<file path="src/rtl/uart_pkg.sv">
`default_nettype none
// ============================================================================
// Module   : uart_pkg
// Brief    : Shared types and constants for the buffered UART transmitter.
// Revision : 1.0 - initial release
// ============================================================================
package uart_pkg;

    typedef enum logic [2:0] {
        ST_IDLE   = 3'd0,
        ST_START  = 3'd1,
        ST_DATA   = 3'd2,
        ST_PARITY = 3'd3,
        ST_STOP   = 3'd4
    } uart_state_e;

    localparam logic PARITY_EVEN  = 1'b0;
    localparam logic PARITY_ODD   = 1'b1;
    localparam int   MIN_DATA_LEN = 5;

    // Out-of-range lengths saturate into the legal window.
    function automatic logic [3:0] clamp_len(input logic [3:0] len, input logic [3:0] max_len);
        if (len < 4'(MIN_DATA_LEN)) return 4'(MIN_DATA_LEN);
        if (len > max_len)          return max_len;
        return len;
    endfunction

    function automatic int unsigned frame_cycles(input int unsigned clks_per_bit,
                                                 input logic [3:0]  len,
                                                 input logic        par_en,
                                                 input logic        two_stop);
        return clks_per_bit * (32'd2 + 32'(len) + 32'(par_en) + 32'(two_stop));
    endfunction

endpackage
`default_nettype wire

</file>
<file path="src/rtl/uart_sync_fifo.sv">
`default_nettype none
// ============================================================================
// Module   : uart_sync_fifo
// Brief    : Single-clock show-ahead FIFO with occupancy count, full and empty.
// Revision : 1.0 - initial release
// ============================================================================
module uart_sync_fifo #(
    parameter int WIDTH = 9,
    parameter int DEPTH = 8,
    parameter int CNT_W = $clog2(DEPTH) + 1
) (
    input  logic             clk_i,
    input  logic             rst_i,
    input  logic             push_i,
    input  logic [WIDTH-1:0] wdata_i,
    input  logic             pop_i,
    output logic [WIDTH-1:0] rdata_o,
    output logic             full_o,
    output logic             empty_o,
    output logic [CNT_W-1:0] count_o
);

    localparam int c_addr_w = $clog2(DEPTH);

    logic [WIDTH-1:0]    mem_q [DEPTH];
    logic [c_addr_w-1:0] wr_ptr_q;
    logic [c_addr_w-1:0] rd_ptr_q;
    logic [CNT_W-1:0]    count_q;
    logic                w_push;
    logic                w_pop;

    assign full_o  = (count_q == CNT_W'(DEPTH));
    assign empty_o = (count_q == '0);
    assign w_push  = push_i && !full_o;
    assign w_pop   = pop_i && !empty_o;
    assign rdata_o = mem_q[rd_ptr_q];
    assign count_o = count_q;

    always_ff @(posedge clk_i) begin
        if (w_push) mem_q[wr_ptr_q] <= wdata_i;
    end

    // Pointers wrap naturally because DEPTH is a power of two.
    always_ff @(posedge clk_i) begin
        if (rst_i) begin
            wr_ptr_q <= '0;
            rd_ptr_q <= '0;
            count_q  <= '0;
        end else begin
            if (w_push) wr_ptr_q <= wr_ptr_q + 1'b1;
            if (w_pop)  rd_ptr_q <= rd_ptr_q + 1'b1;
            case ({w_push, w_pop})
                2'b10:   count_q <= count_q + 1'b1;
                2'b01:   count_q <= count_q - 1'b1;
                default: count_q <= count_q;
            endcase
        end
    end

endmodule
`default_nettype wire

</file>
<file path="src/rtl/uart_tx_buffered.sv">
`default_nettype none
// ============================================================================
// Module   : uart_tx_buffered
// Brief    : FIFO-buffered UART transmitter with run-time frame format.
//            Optional line-break support is built when UART_TX_BREAK_EN is defined.
// Revision : 1.0 - initial release
// ============================================================================
module uart_tx_buffered
    import uart_pkg::*;
#(
    parameter int MAX_DATA_LEN = 9,
    parameter int FIFO_DEPTH   = 8,
    parameter int CLKS_PER_BIT = 16,
    parameter int CNT_W        = $clog2(FIFO_DEPTH) + 1
) (
    input  logic                    tx_clk,
    input  logic                    rst,
    input  logic [MAX_DATA_LEN-1:0] parallel_datain,
    input  logic                    send,
    input  logic [3:0]              data_len,
    input  logic                    parity_en,
    input  logic                    parity_type,
    input  logic                    two_stop,
`ifdef UART_TX_BREAK_EN
    input  logic                    send_break,
`endif
    output logic                    tx_serialout,
    output logic                    tx_busy,
    output logic                    tx_done,
    output logic                    fifo_full,
    output logic                    fifo_empty,
    output logic [CNT_W-1:0]        fifo_count,
    output logic                    overflow
);

    localparam int                  c_baud_w    = $clog2(CLKS_PER_BIT);
    localparam logic [c_baud_w-1:0] c_baud_last = c_baud_w'(CLKS_PER_BIT - 1);

    uart_state_e              state_q, state_d;
    logic [c_baud_w-1:0]      baud_q, baud_d;
    logic [3:0]               bit_q, bit_d;
    logic                     stop_q, stop_d;
    logic [MAX_DATA_LEN-1:0]  shift_q, shift_d;
    logic [3:0]               len_q, len_d;
    logic                     par_en_q, par_en_d;
    logic                     par_bit_q, par_bit_d;
    logic                     two_stop_q, two_stop_d;
    logic                     overflow_q, overflow_d;
`ifdef UART_TX_BREAK_EN
    logic                     brk_q, brk_d;
`endif

    logic [MAX_DATA_LEN-1:0]  w_fifo_rdata;
    logic [3:0]               w_len;
    logic                     w_par_xor;
    logic                     w_bit_end;
    logic                     w_last_stop;
    logic                     w_idle_ok;
    logic                     w_pop;

    uart_sync_fifo #(
        .WIDTH (MAX_DATA_LEN),
        .DEPTH (FIFO_DEPTH),
        .CNT_W (CNT_W)
    ) u_fifo (
        .clk_i   (tx_clk),
        .rst_i   (rst),
        .push_i  (send),
        .wdata_i (parallel_datain),
        .pop_i   (w_pop),
        .rdata_o (w_fifo_rdata),
        .full_o  (fifo_full),
        .empty_o (fifo_empty),
        .count_o (fifo_count)
    );

    assign w_len       = clamp_len(data_len, 4'(MAX_DATA_LEN));
    assign w_bit_end   = (baud_q == c_baud_last);
    assign w_last_stop = !two_stop_q || stop_q;
    assign overflow    = overflow_q;

`ifdef UART_TX_BREAK_EN
    // After a break, the release bit time must expire before the next pop.
    assign w_idle_ok = !send_break && (!brk_q || w_bit_end);
`else
    assign w_idle_ok = 1'b1;
`endif

    assign w_pop = ((state_q == ST_IDLE) && !fifo_empty && w_idle_ok) ||
                   ((state_q == ST_STOP) && w_bit_end && w_last_stop && !fifo_empty);

    always_comb begin
        w_par_xor = 1'b0;
        for (int i = 0; i < MAX_DATA_LEN; i++) begin
            if (4'(i) < w_len) w_par_xor = w_par_xor ^ w_fifo_rdata[i];
        end
    end

    always_ff @(posedge tx_clk) begin
        if (rst) begin
            state_q    <= ST_IDLE;
            baud_q     <= '0;
            bit_q      <= '0;
            stop_q     <= 1'b0;
            shift_q    <= '0;
            len_q      <= '0;
            par_en_q   <= 1'b0;
            par_bit_q  <= 1'b0;
            two_stop_q <= 1'b0;
            overflow_q <= 1'b0;
`ifdef UART_TX_BREAK_EN
            brk_q      <= 1'b0;
`endif
        end else begin
            state_q    <= state_d;
            baud_q     <= baud_d;
            bit_q      <= bit_d;
            stop_q     <= stop_d;
            shift_q    <= shift_d;
            len_q      <= len_d;
            par_en_q   <= par_en_d;
            par_bit_q  <= par_bit_d;
            two_stop_q <= two_stop_d;
            overflow_q <= overflow_d;
`ifdef UART_TX_BREAK_EN
            brk_q      <= brk_d;
`endif
        end
    end

    always_comb begin
        state_d    = state_q;
        baud_d     = baud_q;
        bit_d      = bit_q;
        stop_d     = stop_q;
        shift_d    = shift_q;
        len_d      = len_q;
        par_en_d   = par_en_q;
        par_bit_d  = par_bit_q;
        two_stop_d = two_stop_q;
        overflow_d = overflow_q | (send & fifo_full);
`ifdef UART_TX_BREAK_EN
        brk_d      = brk_q;
`endif

        if (state_q != ST_IDLE) baud_d = w_bit_end ? '0 : baud_q + 1'b1;

        case (state_q)
            ST_IDLE: begin
                baud_d = '0;
`ifdef UART_TX_BREAK_EN
                if (send_break) begin
                    brk_d = 1'b1;
                end else if (brk_q) begin
                    baud_d = w_bit_end ? '0 : baud_q + 1'b1;
                    if (w_bit_end) brk_d = 1'b0;
                end
`endif
            end
            ST_START: begin
                if (w_bit_end) begin
                    state_d = ST_DATA;
                    bit_d   = '0;
                end
            end
            ST_DATA: begin
                if (w_bit_end) begin
                    shift_d = shift_q >> 1;
                    if (bit_q == len_q - 4'd1) begin
                        state_d = par_en_q ? ST_PARITY : ST_STOP;
                        stop_d  = 1'b0;
                    end else begin
                        bit_d = bit_q + 4'd1;
                    end
                end
            end
            ST_PARITY: begin
                if (w_bit_end) begin
                    state_d = ST_STOP;
                    stop_d  = 1'b0;
                end
            end
            ST_STOP: begin
                if (w_bit_end) begin
                    if (!w_last_stop) stop_d  = 1'b1;
                    else              state_d = ST_IDLE;
                end
            end
            default: state_d = ST_IDLE;
        endcase

        // Frame load overrides the per-state update, giving gapless back-to-back frames.
        if (w_pop) begin
            state_d    = ST_START;
            baud_d     = '0;
            bit_d      = '0;
            stop_d     = 1'b0;
            shift_d    = w_fifo_rdata;
            len_d      = w_len;
            par_en_d   = parity_en;
            par_bit_d  = w_par_xor ^ (parity_type == PARITY_ODD);
            two_stop_d = two_stop;
`ifdef UART_TX_BREAK_EN
            brk_d      = 1'b0;
`endif
        end
    end

    always_comb begin
        tx_serialout = 1'b1;
        tx_busy      = 1'b1;
        tx_done      = 1'b0;
        case (state_q)
            ST_IDLE: begin
                tx_busy = 1'b0;
`ifdef UART_TX_BREAK_EN
                tx_serialout = ~send_break;
`endif
            end
            ST_START:  tx_serialout = 1'b0;
            ST_DATA:   tx_serialout = shift_q[0];
            ST_PARITY: tx_serialout = par_bit_q;
            ST_STOP:   tx_done      = w_bit_end && w_last_stop;
            default:   tx_busy      = 1'b0;
        endcase
    end

endmodule
`default_nettype wire

</file>
<file path="config.mk">
export PLATFORM = sky130hd
export DESIGN_NAME = uart_tx_buffered
export DESIGN_NICKNAME = d
export VERILOG_FILES = /design/src/rtl/uart_pkg.sv /design/src/rtl/uart_sync_fifo.sv /design/src/rtl/uart_tx_buffered.sv
export SDC_FILE = /design/constraint.sdc
export NUM_CORES = 1
export LEC_CHECK = 0
export CAP_MARGIN = 20
export CORE_MARGIN = 3
export CORE_UTILIZATION = 53
export CTS_CLUSTER_DIAMETER = 40
export DETAILED_ROUTE_END_ITERATION = 16
export PLACE_DENSITY = 0.77
export SYNTH_ARGS = -nofsm -noshare
export SYNTH_HDL_FRONTEND = slang
export SYNTH_SLANG_ARGS = --single-unit
</file>
<file path="constraint.sdc">
create_clock -name tx_clk -period 3 [get_ports tx_clk]
set_input_delay 0.6 -clock tx_clk [delete_from_list [all_inputs] [get_ports tx_clk]]
set_output_delay 0.6 -clock tx_clk [all_outputs]
set_load 0.1 [all_outputs]
</file>
==> results of run 1 <==
[synthesized netlist by cell type (7+ instances only)]
cell type / count / area, um^2
nor2_1: 46 / 172.7
mux2i_1: 9 / 90.09
xnor2_1: 15 / 131.4
nand2_1: 24 / 90.09
clkbuf_1: 9 / 33.78
dfxtp_1: 42 / 840.8
nand2b_1: 7 / 43.79
mux4_1: 12 / 315.3
edfxtp_1: 72 / 2162
nand3_1: 7 / 35.03
inv_1: 9 / 33.78
a21oi_1: 20 / 100.1
ha_1: 8 / 100.1
[routing by layer]
layer	routed length [um]	track usage, %
met4	110	6.033
met2	4634	33.20
met1	3968	22.98
met5	0	0
met3	358	5.579
[final cells by class]
cell class | instances | area share (%)
clock buffers | 17 | 6.995
clock inverters | 15 | 2.684
inverters | 10 | 0.6762
multi-input cells | 222 | 30.09
flip-flops and latches | 114 | 50.93
well taps | 108 | 2.282
repair buffers | 44 | 6.340
[flip-flops by register name, summed over array words and instances, names as in the netlist, named ones only]
register         cells
baud_q               4
bit_q                4
len_q                4
overflow             1
par_bit_q            1
par_en_q             1
shift_q              9
state_q              3
stop_q               1
two_stop_q           1
u_fifo.count_o       4
u_fifo.mem_q        72
u_fifo.rd_ptr_q      3
u_fifo.wr_ptr_q      3
[worst register-to-register path, delay by kind of cell (launching register included)]
kind / cells / cell delay [ps]
DFF: 1 / 360
buffers and inverters: 1 / 90
and+or+nand+nor: 3 / 670
adders and majority gates: 3 / 570
AOI/OAI and AO/OA: 4 / 890
xor gates and xnor gates: 1 / 80
[cells in the final DEF, fill, tap and decap left out, types with 3 or more instances in the layout]
| master | Yosys | layout |
|---|---|---|
| dfxtp_4 | 0 | 3 |
| mux4_1 | 12 | 12 |
| o21ai_0 | 6 | 6 |
| nand3b_1 | 3 | 3 |
| mux4_2 | 6 | 6 |
| a21oi_1 | 20 | 19 |
| nand2b_1 | 7 | 7 |
| ha_1 | 8 | 7 |
| nand2_1 | 24 | 24 |
| xor2_1 | 6 | 6 |
| inv_6 | 0 | 4 |
| xnor2_1 | 15 | 15 |
| clkinv_2 | 0 | 3 |
| inv_1 | 9 | 8 |
| a221oi_1 | 5 | 5 |
| clkinv_4 | 0 | 3 |
| clkdlybuf4s50_1 | 0 | 18 |
| edfxtp_1 | 72 | 72 |
| clkinvlp_4 | 0 | 3 |
| or3_1 | 4 | 4 |
| nor2b_1 | 4 | 3 |
| a211oi_1 | 6 | 6 |
| nor2_1 | 46 | 46 |
| buf_4 | 0 | 26 |
| dfxtp_1 | 42 | 38 |
| nor3_1 | 6 | 6 |
| clkbuf_16 | 0 | 16 |
| mux2i_1 | 9 | 9 |
| nand3_1 | 7 | 7 |
[cell families (layout without fill, tap and decap cells)]
kind of cell / Yosys count / after routing / synth area share [%]
AO/OA/AOI/OAI: 52 / 52 / 7.056
XOR/XNOR: 22 / 22 / 4.121
adder cells (fa/ha/maj): 9 / 9 / 2.472
buffers and inverters: 25 / 86 / 2.524
flip-flops: 114 / 114 / 61.81
multiplexers: 29 / 29 / 11.59
AND/OR/NAND/NOR: 110 / 110 / 10.43
[stage by stage]
| stage | instance area [um^2] | setup TNS [ps] | worst slack, ps | util, % |
|---|---|---|---|---|
| 6_report | 5921 | 0 | 256.7 | 67.24 |
| 3_5_place_dp | 5348 | 0 | 248.2 | 60.73 |
| 3_3_place_gp | 5348 | 0 | 309.1 | 60.73 |
| 4_1_cts | 5921 | 0 | 241.5 | 67.24 |
| 5_1_grt | 5921 | 0 | 61.61 | 67.24 |
| 2_1_floorplan | 4938 | -413.3 | -364.5 | - |
[how the worst max path moves through the flow]
stage | from | to | slack, ps | cells past startpoint
final | baud_q[0]$_SDFFE_PP0N_ | u_fifo.count_o[3]$_SDFFE_PP0P_ | 260 | 12
after global routing | baud_q[0]$_SDFFE_PP0N_ | u_fifo.count_o[3]$_SDFFE_PP0P_ | 60 | 12
after CTS | baud_q[0]$_SDFFE_PP0N_ | u_fifo.count_o[3]$_SDFFE_PP0P_ | 240 | 12
after detailed placement | send | u_fifo.count_o[3]$_SDFFE_PP0P_ | 250 | 10
after global placement | send | u_fifo.count_o[3]$_SDFFE_PP0P_ | 310 | 10
after floorplan | u_fifo.count_o[3]$_SDFFE_PP0P_ | u_fifo.count_o[3]$_SDFFE_PP0P_ | -360 | 12
[where the power goes]
part	switching [mW]	internal [mW]
Sequential	0.139	1.86
Clock	0.713	1.19
Combinational	0.915	0.649
Total	1.77	3.70
==> reports/results.ini, run 1 <==
[worst_setup_path]
cp.arrival_ps=3160
r2r_start=baud_q[0]$_SDFFE_PP0N_
slowest_delay_ps=460
cp_cell_sequence=ha_1, and3_1, nand2_1, a2111o_1, inv_4, ha_4, ha_1, a21o_1, a21oi_2, xnor2_1, or3_1, a21oi_1
slowest_stage=a2111o_1
path_max_fanout=6
crit_buf_inv=1
critical_path_class=reg -> reg
startpoint_type=flop
crit_family=compound AO/OA/AOI/OAI gates
cp_common_cell=ha_1
required_ps=3420
r2r_end=u_fifo.count_o[3]$_SDFFE_PP0P_
reg2reg_slack_ps=260
reg2reg_depth=12
worst_setup_path_end_kind=flop

[drt]
vias=2967
vias_per_cell=5.598
drtIter0Drc=99
drc=0
dr.pass1.iters=4
wl_per_cell_um=17.12
totalWireLength_um=9072
ant_nets=0

[floorplanning]
dieArea_mm2=0.01035
dieHeight_um=101.7
fp.coreArea_mm2=0.008806
start_util_pct=55.17
pin_count=29
die_width_um=101.7
num_rows=34

[grt]
grt_pass1_wl_um=14670
first_global_vias=2872
grt_antenna_before_repair=0
grt_max_degree=19
grt-ovfl-total=0
grt.total_usage_pct=19.11

[cts]
cts_tree=built
cts.sinks=114
clockRootBuffer=clkbuf_8
cts_resized=0
clk_latency_ps=500
cts_made_buffers=17
cts_max_level=4
hold_buffers=0
cts_max_path_buffers=2
path_clk_slew_ps=60
post_cts_buffers=0

[final_layout]
syn2layout_area_growth_pct=21.86
diodes=0
area.sequential_mm2=0.003015
fill_cells=617
multiInputGateArea_mm2=0.001782
nets=437
drive_gt1_share_pct=19.19
stdcell_count=530

[power_and_ir_drop]
p_total_mw=5.467
total_leakage_power_nw=2.064
power_per_cell_area_mw_per_mm2=923.3
irDropWorstVdd_mv=0.6220

[place]
port_buffers=28
hpwl_um=5939
gp_congestion=0.7836
dp_cells=498

[yosys]
ys_seq_area_share_pct=61.81
synthCells=361
synthFlopType=edfxtp_1
syn_nets=389
netlist_area_mm2=0.004858
yosys_register_bits=114
ys_types=47
synth_edf_count=72
async_flop_share_pct=0
synth_warnings=0
syn_avg_cell_area_um2=13.46

[hold_path]
holdPathEnd=len_q[3]$_SDFFE_PP0N_
min_from=len_q[3]$_SDFFE_PP0N_
whs_path_depth=2
hold_class=reg -> reg

[timing]
relSlewSlack_pct=49.09
worst_slew_pin_slew_ps=753.8
finalHoldViolations=0
period_needed_ps=2743
fmax_ghz=0.3645
setup_viol=0
fin_hold_ws_ps=471.5
fin_skew_ps=6.503
fin_crit_sh_pct=91.44
rsz0062_at_grt=no
drv_slew=0

[job]
maxCapViolations=0

[status]
status=finished, final reports clean

(Power assumes the default switching activity.)
==> run 2: changes to the inputs <==
Settings changed: ABC_AREA set to 1, CORE_MARGIN 3 to 5, CORE_UTILIZATION 53 to 54, PLACE_DENSITY 0.77 to 0.78.
==> reports/results.ini, run 2 <==
[status]
status=finished, final reports clean

[final_layout]
diodes=0
largest_register_ff_count=72
largestRegisters=u_fifo.mem_q: 72 flops, shift_q: 9 flops
multiInputGateArea_mm2=0.001957
fill_cells=764
nets=702
final_area_mm2=0.006513
final_common_cell=nand2_1
area.sequential_mm2=0.003015
largest_register=u_fifo.mem_q
layout_common_cells=nand2_1 (180), inv_1 (101), edfxtp_1 (72), nand3_1 (53), nor2_1 (46)
post-route-util_pct=66.32
stdcell_count=817
drive_gt1_share_pct=12.72
syn2layout_area_growth_pct=19.30

[worst_setup_path]
slowest_delay_ps=350
startpoint_type=flop
path_max_fanout=4
cp.arrival_ps=2200
critical_path_class=reg -> out
slowest_stage=dfxtp_1
crit_family=buffers and inverters
cp_cell_sequence=inv_1, nor2_1, inv_1, nor2_2, inv_1, o2111ai_1, buf_4
required_ps=2400
crit_buf_inv=4
cp_common_cell=inv_1
worst_setup_path_end_kind=output pin

[yosys]
yosys_register_bits=114
synth.most_common_cell=nand2_1
netlist_top_cells_count=nand2_1 (180), inv_1 (102), edfxtp_1 (72), nand3_1 (53), nor2_1 (47)
synthFlopType=edfxtp_1
synth_area_leader_cell=edfxtp_1
synthCells=631
synth_top_area_share_pct=39.61
synth_edf_count=72
synth_warnings=0
synth_top_cells_by_area=edfxtp_1 (40%), dfxtp_1 (15%), nand2_1 (12%)
netlist_area_mm2=0.005459
ys_seq_area_share_pct=55.01
async_flop_share_pct=0
ys_types=41
syn_nets=659
syn_avg_cell_area_um2=8.651

[drt]
vias=4270
wl_per_cell_um=14.57
dr.pass1.iters=5
totalWireLength_um=11910
ant_nets=0
drtIter0Drc=319
drc=0
vias_per_cell=5.226

[cts]
hold_buffers=0
cts_made_buffers=17
post_cts_buffers=0
cts_max_level=4
clk_latency_ps=520
cts_resized=0
cts.sinks=114
clockRootBuffer=clkbuf_8
path_clk_slew_ps=50
cts_tree=built
cts_max_path_buffers=2

[timing]
setup_slack_ps=202.0
finalHoldViolations=0
rsz0062_at_grt=no
fin_hold_ws_ps=467.2
fin_skew_ps=6.887
worst_slew_pin_slew_ps=643.8
relSlewSlack_pct=57.03
fmax_ghz=0.3574
period_needed_ps=2798
finalSetupTns_ps=0
fin_crit_sh_pct=93.27
drv_slew=0
setup_viol=0

[grt]
grt_max_degree=38
grt_pass1_wl_um=19730
first_global_vias=4226
grt_antenna_before_repair=0
grt-ovfl-total=0
grt.total_usage_pct=20.31

[floorplanning]
start_util_pct=55.59
pin_count=29
fp.coreArea_mm2=0.009819
num_rows=36
die_width_um=110.5
dieHeight_um=110.5
dieArea_mm2=0.01222

[power_and_ir_drop]
p_total_mw=6.791
power_per_cell_area_mw_per_mm2=1043
total_leakage_power_nw=2.857
irDropWorstVdd_mv=0.6272

[place]
dp_cells=788
port_buffers=28
gp_congestion=0.8342
detailedPlace.worstSlack_ps=329.9
hpwl_um=7556
placed_cell_area_mm2=0.005908

[job]
maxCapViolations=0

[hold_path]
hold_class=reg -> reg

run 2: worst register-to-register path, stage by stage, from the launching register on:
cell,delay (ps)
dfxtp_1,370
ha_1,200
nand2_1,100
nor2_2,210
inv_1,170
nor2_4,160
o21ai_2,70
inv_2,90
ha_4,150
ha_1,220
nand2_1,60
nor2_1,50
a211oi_2,230
nor2_1,60
nor2_1,80
nand2_1,70
o21ai_1,120
a21oi_1,60
run 2: path summary, 6_finish.rpt:
| check | endpoint | slack (ps) | depth (start not counted) | start |
|---|---|---|---|---|
| max | tx_serialout | 200 | 7 | state_q[1]$_SDFFE_PP0P_ |
| min | overflow$_SDFF_PP0_ | 470 | 2 | overflow$_SDFF_PP0_ |
| max reg2reg | u_fifo.count_o[3]$_SDFFE_PP0P_ | 410 | 17 | baud_q[0]$_SDFFE_PP0N_ |
| min reg2reg | overflow$_SDFF_PP0_ | 470 | 2 | overflow$_SDFF_PP0_ |
run 2: cell families after synthesis:
family | count (synthesis) | synth area share [%]
compound gates | 67 | 7.220
xor+xnor | 9 | 1.444
fa+ha+maj | 9 | 2.200
buf+inv | 126 | 10.25
flops | 114 | 55.01
simple gates | 306 | 23.88
run 2: report_power, final:
part	switching, mW	internal (mW)	leakage (nW)
sequential	0.153	1.91	1.00
clock	0.675	1.41	0.288
combinational	1.83	0.826	1.57
run 2: area by class of cell:
cell class / count / share of cell area, %
sequential: 114 / 46.30
multi-input combinational: 391 / 30.05
clock buffer: 17 / 6.359
inverter: 107 / 6.167
timing repair buffer: 43 / 5.648
clock inverter: 12 / 2.920
tap: 133 / 2.555
run 2: per-layer routing:
metal  wire [um]  global-route usage (%)  part of all wire (%)  vias to the layer above
met5           0                       0                     0                        -
met4         261                   9.442                   2.2                        0
met3         665                   6.127                   5.6                       20
met2        5901                   33.82                    50                      123
met1        5076                   24.08                    43                     2004
li1            -                       -                     -                     2123
==> run 3: changes to the inputs <==
Settings changed: CORE_UTILIZATION 54 to 56, CTS_BUF_LIST set to sky130_fd_sc_hd__clkbuf_4, CTS_CLUSTER_DIAMETER 40 to unset, PLACE_DENSITY 0.78 to 0.8.
==> reports/results.ini, run 3 (synthesis results as in run 2) <==
[floorplanning]
num_rows=36
dieHeight_um=108.7
pin_count=29
die_width_um=108.7
start_util_pct=56.63
dieArea_mm2=0.01182
fp.coreArea_mm2=0.009639

[final_layout]
diodes=0
final_area_mm2=0.006183
nets=702
drive_gt1_share_pct=13.25
largest_register_ff_count=72
multiInputGateArea_mm2=0.001957
area.sequential_mm2=0.003015
fill_cells=800
final_common_cell=nand2_1
post-route-util_pct=64.15
largest_register=u_fifo.mem_q
stdcell_count=820
largestRegisters=u_fifo.mem_q: 72 flops, shift_q: 9 flops
layout_common_cells=nand2_1 (180), inv_1 (101), edfxtp_1 (72), nand3_1 (53), nor2_1 (46)
syn2layout_area_growth_pct=13.27

[grt]
grt-ovfl-total=0
grt_antenna_before_repair=0
first_global_vias=4029
grt.total_usage_pct=20.16
grt_max_degree=38
grt_pass1_wl_um=18000

[worst_setup_path]
path_max_fanout=4
reg2reg_depth=17
r2r_start=baud_q[0]$_SDFFE_PP0N_
crit_family=buffers and inverters
critical_path_class=reg -> out
slowest_delay_ps=360
crit_buf_inv=4
cp_cell_sequence=inv_1, nor2_1, inv_1, nor2_2, inv_1, o2111ai_1, buf_4
worst_setup_path_end_kind=output pin
startpoint_type=flop
required_ps=2400
cp.arrival_ps=2120
reg2reg_slack_ps=520
r2r_end=u_fifo.count_o[3]$_SDFFE_PP0P_
slowest_stage=dfxtp_1
cp_common_cell=inv_1

[timing]
period_needed_ps=2724
fin_skew_ps=18.03
finalHoldViolations=0
fin_crit_sh_pct=90.81
relSlewSlack_pct=59.53
rsz0062_at_grt=no
fmax_ghz=0.3671
drv_slew=0
setup_slack_ps=275.8
setup_viol=0
worst_slew_pin_slew_ps=606.4

[place]
dp_cells=788
placed_cell_area_mm2=0.005908
gp_congestion=0.8935
hpwl_um=7621
port_buffers=28
detailedPlace.worstSlack_ps=343.0

[cts]
path_clk_slew_ps=100
cts.sinks=114
cts_max_path_buffers=2
clockRootBuffer=clkbuf_4
clk_latency_ps=520
cts_tree=built
cts_max_level=4
cts_made_buffers=17
hold_buffers=0
post_cts_buffers=0
cts_resized=0

[drt]
vias_per_cell=5.139
vias=4214
drc=0
drtIter0Drc=245
dr.pass1.iters=4
wl_per_cell_um=13.41
totalWireLength_um=11000
ant_nets=0

[hold_path]
holdPathEnd=baud_q[0]$_SDFFE_PP0N_
hold_class=reg -> reg
whs_path_depth=1
min_from=baud_q[0]$_SDFFE_PP0N_

[power_and_ir_drop]
intPower_mw=3.214
seq_power_share_pct=35.8
sw_frac_of_total_pct=43.95
power_switching_mw=2.520
irDropWorstVdd_mv=0.6537
power_per_cell_area_mw_per_mm2=927.3
p_clk_share_pct=19.0
combPwrFrac_pct=45.2
total_leakage_power_nw=2.712

[job]
maxCapViolations=0

[status]
status=finished, final reports clean

run 3: cell types whose count changed in the layout (fill, tap and decap cells not counted), sizes merged:
| cell | change |
|---|---|
| clkinv | +4 |
| bufinv | -3 |
| clkbuf | +1 |
| clkinvlp | +1 |
run 3: worst max-delay path by stage:
stage	start	cells after the start	to	slack [ps]
2_1_floorplan	u_fifo.count_o[1]$_SDFFE_PP0P_	17	u_fifo.count_o[3]$_SDFFE_PP0P_	-130
3_3_place_gp	send	14	u_fifo.count_o[3]$_SDFFE_PP0P_	410
3_5_place_dp	send	14	u_fifo.count_o[3]$_SDFFE_PP0P_	340
4_1_cts	state_q[1]$_SDFFE_PP0P_	7	tx_serialout	280
5_1_grt	state_q[1]$_SDFFE_PP0P_	7	tx_serialout	120
6_report	state_q[1]$_SDFFE_PP0P_	7	tx_serialout	280
run 3: layout make-up:
type | count | area share, %
well taps | 133 | 2.691
multi-input cells | 391 | 31.65
clock buffers | 18 | 2.185
flip-flops and latches | 114 | 48.77
clock inverters | 14 | 2.266
repair buffers | 43 | 5.949
inverters | 107 | 6.495
run 3: layer usage:
metal	share of wire, %	up-vias	wire [um]	GRT usage [%]
li1	-	2125	-	-
met1	42	1963	4640	23.10
met2	50	106	5511	35.26
met3	5.7	20	625	4.973
met4	2.0	0	223	9.648
met5	0	-	0	0
run 3: power groups by stage:
stage / clock network [mW] / logic (mW) / registers (mW)
floorplan: 0 / 2.02 / 2.21
global placement: 0 / 2.49 / 2.08
detailed placement: 0 / 2.58 / 2.09
CTS: 1.12 / 2.59 / 2.05
global route: 1.19 / 2.90 / 2.07
finish: 1.09 / 2.59 / 2.06
run 3: stage by stage:
step / setup TNS [ps] / total power [mW] / hold slack (ps)
2_1_floorplan: -128.0 / 4.235 / 430.4
3_3_place_gp: 0 / 4.572 / 436.9
3_5_place_dp: 0 / 4.668 / 456.8
4_1_cts: 0 / 5.765 / 471.7
5_1_grt: 0 / 6.164 / 496.8
6_report: 0 / 5.734 / 470.5
